### config.mk
export PLATFORM = sky130hd
export DESIGN_NAME = vmem_access_unit
export DESIGN_NICKNAME = d
export VERILOG_FILES = /design/src/rtl/vmem_access_unit.sv
export SDC_FILE = /design/constraint.sdc
export NUM_CORES = 1
export LEC_CHECK = 0
export BUFFER_PORTS_ARGS = -buffer_cell sky130_fd_sc_hd__clkbuf_2
export CAP_MARGIN = 0
export CORE_AREA = 2 2 246 248
export DETAILED_ROUTE_END_ITERATION = 12
export DIE_AREA = 0 0 248 250
export PLACE_DENSITY = 0.64
export SLEW_MARGIN = 20
export SYNTH_ARGS = -nofsm -noshare
export SYNTH_HDL_FRONTEND = slang
export SYNTH_SLANG_ARGS = --single-unit
### constraint.sdc
create_clock -name clk -period 3.4 [get_ports clk]
set_input_delay 0.51 -clock clk [delete_from_list [all_inputs] [get_ports clk]]
set_output_delay 0.51 -clock clk [all_outputs]
set_load 0.01 [all_outputs]
### src/rtl/vmem_access_unit.sv
// vmem_access_unit: strided vector load/store sequencer in front of a 1-cycle-latency single-port RAM
// Ports: req_* accepts one vector request per handshake; resp_* returns the gathered vector (or a
// store acknowledge); mem_* drives one element access per cycle, with mem_rddata arriving the cycle
// after its address.
module vmem_access_unit #(
  parameter int MEMORY_BITS = 32,
  parameter int ADDR_RANGE = 32768,
  parameter int VECTOR_LANES = 8,
  localparam int AW = $clog2(ADDR_RANGE),
  localparam int CW = $clog2(VECTOR_LANES) + 1,
  localparam int LW = $clog2(VECTOR_LANES)
) (
  input  logic                              clk,
  input  logic                              rst_n,
  input  logic                              req_valid,
  output logic                              req_ready,
  input  logic                              req_is_store,
  input  logic [AW-1:0]                     req_base,
  input  logic [AW-1:0]                     req_stride,
  input  logic [CW-1:0]                     req_count,
  input  logic [VECTOR_LANES*MEMORY_BITS-1:0] req_wdata,
  output logic                              resp_valid,
  input  logic                              resp_ready,
  output logic                              resp_is_store,
  output logic [VECTOR_LANES*MEMORY_BITS-1:0] resp_rdata,
  output logic                              mem_we,
  output logic [AW-1:0]                     mem_address,
  output logic [MEMORY_BITS-1:0]            mem_data_in,
  input  logic [MEMORY_BITS-1:0]            mem_rddata
);
  typedef enum logic [1:0] {IDLE, ISSUE, DRAIN, RESP} state_t;
  state_t state;
  logic is_store, pend_v;
  logic [AW-1:0] stride, cur_addr;
  logic [CW-1:0] cnt, idx;
  logic [LW-1:0] pend;
  logic [VECTOR_LANES*MEMORY_BITS-1:0] wdata, buf_q;
  logic [CW-1:0] cnt_in;
  assign cnt_in = req_count > CW'(VECTOR_LANES) ? CW'(VECTOR_LANES) : req_count;
  always_ff @(posedge clk or negedge rst_n) begin
    if (!rst_n) begin
      state <= IDLE;
      is_store <= 1'b0;
      stride <= '0;
      cur_addr <= '0;
      cnt <= '0;
      idx <= '0;
      wdata <= '0;
      buf_q <= '0;
      pend <= '0;
      pend_v <= 1'b0;
    end else begin
      pend_v <= state == ISSUE && !is_store;
      pend <= idx[LW-1:0];
      if (pend_v) buf_q[pend*MEMORY_BITS +: MEMORY_BITS] <= mem_rddata;
      case (state)
        IDLE: if (req_valid) begin
          is_store <= req_is_store;
          stride <= req_stride;
          cur_addr <= req_base;
          cnt <= cnt_in;
          idx <= '0;
          wdata <= req_wdata;
          buf_q <= '0;
          // an empty request still spends one edge in DRAIN so its response follows one edge later
          state <= cnt_in == '0 ? DRAIN : ISSUE;
        end
        ISSUE: begin
          idx <= idx + CW'(1);
          cur_addr <= cur_addr + stride;
          if (idx == cnt - CW'(1)) state <= is_store ? RESP : DRAIN;
        end
        DRAIN: state <= RESP;
        RESP: if (resp_ready) state <= IDLE;
        default: state <= IDLE;
      endcase
    end
  end
  assign req_ready = state == IDLE;
  assign resp_valid = state == RESP;
  assign resp_is_store = resp_valid & is_store;
  assign resp_rdata = buf_q;
  assign mem_we = state == ISSUE && is_store;
  assign mem_address = state == ISSUE ? cur_addr : '0;
  assign mem_data_in = mem_we ? wdata[idx[LW-1:0]*MEMORY_BITS +: MEMORY_BITS] : '0;
endmodule

==> run_results.csv <==
group,metric,value,unit
run_status,status,"complete, no violations",
worst_setup_path,crit_end,"mem_data_in[25]",
routing,finalWirelength,85.77,mm
cts,cts-hold-fix-buffers,1,
routing,viasPerCell,5.198,
global_routing,globalRouteTotalUtil,27.40,%
worst_setup_path,critical_path_required,2.89,ns
routing,detail_route.iter0.violations,1543,
yosys,postSynthNetCount,3092,
global_routing,grt_max_degree,165,
cts,worstSkewPairLatency,0.63,ns
sta,period_share,90.86,%
sta,finalMaxSlewViolations,0,
sta,fin_tns_setup,0,ns
power,total_leakage_power,0.01568,uW
yosys,synth_cells,2742,
min_path,class_of_the_tightest_hold_or_removal_check,"input port to register",
cts,cts.repair.resized,0,
yosys,post_synth_design_cell_area,0.02487,mm^2
layout,multi_input_comb_area,0.009941,mm^2
power,vdd.ir_drop.worst,0.4674,mV
yosys,synthFlopType,"sky130_fd_sc_hd__dfrtp_1",
yosys,ys_ff_latch,557,
worst_setup_path,worst_path_cell_trace,"buf_12 > mux4_2 > mux2i_1 > nor2_1 > clkbuf_2",
sta,post-route-min-period,3.089,ns
floorplanning,fp.dieW,248,um
power,total_power,24690,uW
layout,flow.area_growth_from_synthesis,23.46,%
worst_setup_path,cp_max_fo,36,
worst_setup_path,cp-startpoint,"idx[0]$_DFFE_PN0P_",
sta,slew-limit-headroom,40.10,%
yosys,synthDistinctLibCells,59,
routing,number_of_remaining_drc_errors,0,
worst_setup_path,regToRegStartpoint,"pend[0]$_DFF_PN0_",
routing,drtAntennaViolNets,0,
routing,first_pass_iteration_count_of_the_detailed_router,6,
sta,worst_pin_slew,0.8985,ns
global_routing,groute.layer.met2.usage,44.94,%
flow_run,drv_cap,0,
sta,rsz0062_at_grt,"false",
placement,final_hpwl_from_detailed_placement,60.17,mm
global_routing,grt_pass1_wl,129.0,mm
floorplanning,fp_rows,90,
layout,seqCellArea,0.01395,mm^2
yosys,synthArstFlopShare,100.0,%
sta,final-setup-viol-count,0,
worst_setup_path,critical_path_sink_type,"primary output",
routing,wl_per_cell,20.89,um
placement,finalWeightedCongestion,0.8804,
worst_setup_path,rr_endpoint,"resp_rdata[228]$_DFF_PN0_",
layout,fill_cells,5595,
sta,finalClockSkew,0.01781,ns
worst_setup_path,r2r_slack,0.73,ns
floorplanning,initial_core_util,41.75,%
worst_setup_path,cp_data_arrival_time,2.58,ns
floorplanning,core-area,0.05957,mm^2
worst_setup_path,timing.reg2reg.worst_path_depth,9,
placement,io_buffers,633,
global_routing,globalRouteOverflowTotal,0,
power,power.density_cell_area,804.2,mW/mm^2
cts,cts_num_sinks,557,
global_routing,groute.layer.met3.usage,7.797,%
cts,cts-root-buf,"sky130_fd_sc_hd__clkbuf_16",
yosys,synth.top_cell.area_share,56.04,%
cts,clkSlewWorstSetupHoldPaths,0.06,ns
worst_setup_path,worstSetupStartpointType,"register",
worst_setup_path,crit_slowest_cell,"sky130_fd_sc_hd__mux4_2",
cts,htree_num_levels,2,
cts,cts_tree,"built",
yosys,number_of_enable_flip_flop_cells_after_synthesis,0,
cts,numCtsBuffers,60,
cts,post-cts-setup-buffer-count,0,
global_routing,first_global_vias,21170,
yosys,yosysWarningCount,0,
layout,layout.nets,3621,
routing,vias,21340,
global_routing,met1_track_demand_over_resource,34.20,%
cts,clockBufferDepth,3,
yosys,synth_top_cells_by_area,"sky130_fd_sc_hd__dfrtp_1 56%, sky130_fd_sc_hd__nand2_1 19%, sky130_fd_sc_hd__mux4_2 5.8%",
floorplanning,die_h,250,um
layout,drive_above_1_share,26.06,%
global_routing,antenna_violations_before_repair,23,
global_routing,global_route_hottest_layer,"met2",
yosys,syn-mean-instance-area,9.070,um^2
sta,timing.fmax,323.7,MHz
yosys,netlist.top_cell.by_area,"sky130_fd_sc_hd__dfrtp_1",
worst_setup_path,worst-setup-path-type,"register to primary output",
worst_setup_path,critical-path-max-stage-delay,0.61,ns
floorplanning,die_ar,0.06200,mm^2
sta,final_hold_viol_count,0,
floorplanning,io-pin-count,634,
yosys,synth_sequential_area_ratio,56.04,%
==> per-layer routing <==
metal | wire length (um) | part of all wire, % | vias up
met4 | 3385 | 3.9 | 34
met2 | 41410 | 48 | 817
li1 | - | - | 9968
met5 | 233 | 0.27 | -
met1 | 33190 | 39 | 10340
met3 | 7547 | 8.8 | 184
==> cells in the mapped netlist (5+ instances only) <==
master / n
sky130_fd_sc_hd__a21o_1: 6
sky130_fd_sc_hd__nor3_1: 9
sky130_fd_sc_hd__buf_2: 23
sky130_fd_sc_hd__buf_1: 5
sky130_fd_sc_hd__ha_1: 22
sky130_fd_sc_hd__nand3b_1: 5
sky130_fd_sc_hd__inv_1: 12
sky130_fd_sc_hd__buf_4: 31
sky130_fd_sc_hd__dfrtp_1: 557
sky130_fd_sc_hd__xor2_1: 7
sky130_fd_sc_hd__xnor2_1: 6
sky130_fd_sc_hd__mux4_2: 64
sky130_fd_sc_hd__o21ai_0: 7
sky130_fd_sc_hd__o21ai_1: 16
sky130_fd_sc_hd__mux2i_1: 43
sky130_fd_sc_hd__nand2_1: 1261
sky130_fd_sc_hd__clkbuf_1: 157
sky130_fd_sc_hd__a21oi_1: 277
sky130_fd_sc_hd__and2_1: 16
sky130_fd_sc_hd__nand3_1: 101
sky130_fd_sc_hd__and3_1: 8
sky130_fd_sc_hd__nor2_1: 55
==> area by class of cell <==
| type | instances | area share (%) |
|---|---|---|
| flip-flops and latches | 557 | 45.43 |
| multi-input cells | 1952 | 32.37 |
| repair buffers | 685 | 12.20 |
| clock buffers | 96 | 6.051 |
| well taps | 782 | 3.187 |
| clock inverters | 14 | 0.5297 |
| inverters | 15 | 0.1834 |
| diodes | 5 | 0.04075 |
==> critical path: cells and delay by family (launching register included) <==
kind / cells / cell delay [ns]
simple gates: 1 / 0.09
buf+inv: 2 / 0.47
flops: 1 / 0.57
mux: 2 / 0.78
==> worst min-delay path by stage <==
| stage | start | end | slack (ns) | depth (start not counted) |
|---|---|---|---|---|
| after global placement | wdata[255]$_DFFE_PN0P_ | wdata[255]$_DFFE_PN0P_ | 0.45 | 2 |
| after CTS | req_wdata[251] | wdata[251]$_DFFE_PN0P_ | 0.03 | 3 |
| after detailed placement | wdata[113]$_DFFE_PN0P_ | wdata[113]$_DFFE_PN0P_ | 0.46 | 2 |
| final | req_wdata[121] | wdata[121]$_DFFE_PN0P_ | 0.06 | 3 |
| after global routing | req_wdata[224] | wdata[224]$_DFFE_PN0P_ | 0.04 | 3 |
| after floorplan | rst_n | cnt[0]$_DFFE_PN0P_ | 0.21 | 0 |
==> through the flow <==
| stage | cells | hold slack (ns) | utilization [%] | area (um^2) | setup slack (ns) |
|---|---|---|---|---|---|
| 2_1_floorplan | 2742 | 0.2144 | - | 24870 | 1.095 |
| 3_3_place_gp | 3990 | 0.4522 | 48.12 | 28660 | 0.8575 |
| 3_5_place_dp | 3990 | 0.4583 | 48.12 | 28660 | 0.7791 |
| 4_1_cts | 4101 | 0.02950 | 51.52 | 30690 | 0.1950 |
| 5_1_grt | 4104 | 0.04434 | 51.54 | 30700 | 0.1455 |
| 6_report | 4106 | 0.06211 | 51.55 | 30710 | 0.3108 |
==> cells by family (layout without fill, tap and decap cells) <==
group | after synthesis | count (layout) | share of synthesized area (%)
simple gates | 1475 | 1475 | 23.40
flops | 557 | 557 | 56.04
compound gates | 333 | 333 | 7.159
buf+inv | 233 | 810 | 4.156
mux | 107 | 107 | 7.526
fa+ha+maj | 23 | 23 | 1.187
xor+xnor | 14 | 14 | 0.5232
other cells | 0 | 5 | 0
==> cell usage in the layout (no fill, tap or decap), types with 8 or more instances in the layout <==
cell type	count
sky130_fd_sc_hd__a21oi_1	276
sky130_fd_sc_hd__and2_1	15
sky130_fd_sc_hd__and3_1	8
sky130_fd_sc_hd__buf_12	14
sky130_fd_sc_hd__buf_4	37
sky130_fd_sc_hd__clkbuf_1	15
sky130_fd_sc_hd__clkbuf_16	61
sky130_fd_sc_hd__clkbuf_2	632
sky130_fd_sc_hd__clkbuf_8	20
sky130_fd_sc_hd__dfrtp_1	553
sky130_fd_sc_hd__ha_1	22
sky130_fd_sc_hd__inv_1	12
sky130_fd_sc_hd__mux2i_1	43
sky130_fd_sc_hd__mux4_2	64
sky130_fd_sc_hd__nand2_1	1259
sky130_fd_sc_hd__nand3_1	101
sky130_fd_sc_hd__nor2_1	53
sky130_fd_sc_hd__nor3_1	8
sky130_fd_sc_hd__o21ai_1	16
==> state kept, by name, indices dropped and copies added, names as in the netlist <==
register and cells:
cnt 4, cur_addr 15, idx 4, is_store 1, pend 3, pend_v 1
resp_rdata 256, state 2, stride 15, wdata 256
==> report_power, final <==
group / internal, uW / leakage, uW / switching, uW
Combinational: 3250 / 0.00735 / 4850
Sequential: 8580 / 0.00733 / 1320
Clock: 3940 / 0.000997 / 2750
No activity file was read; power rests on OpenSTA's default activity.
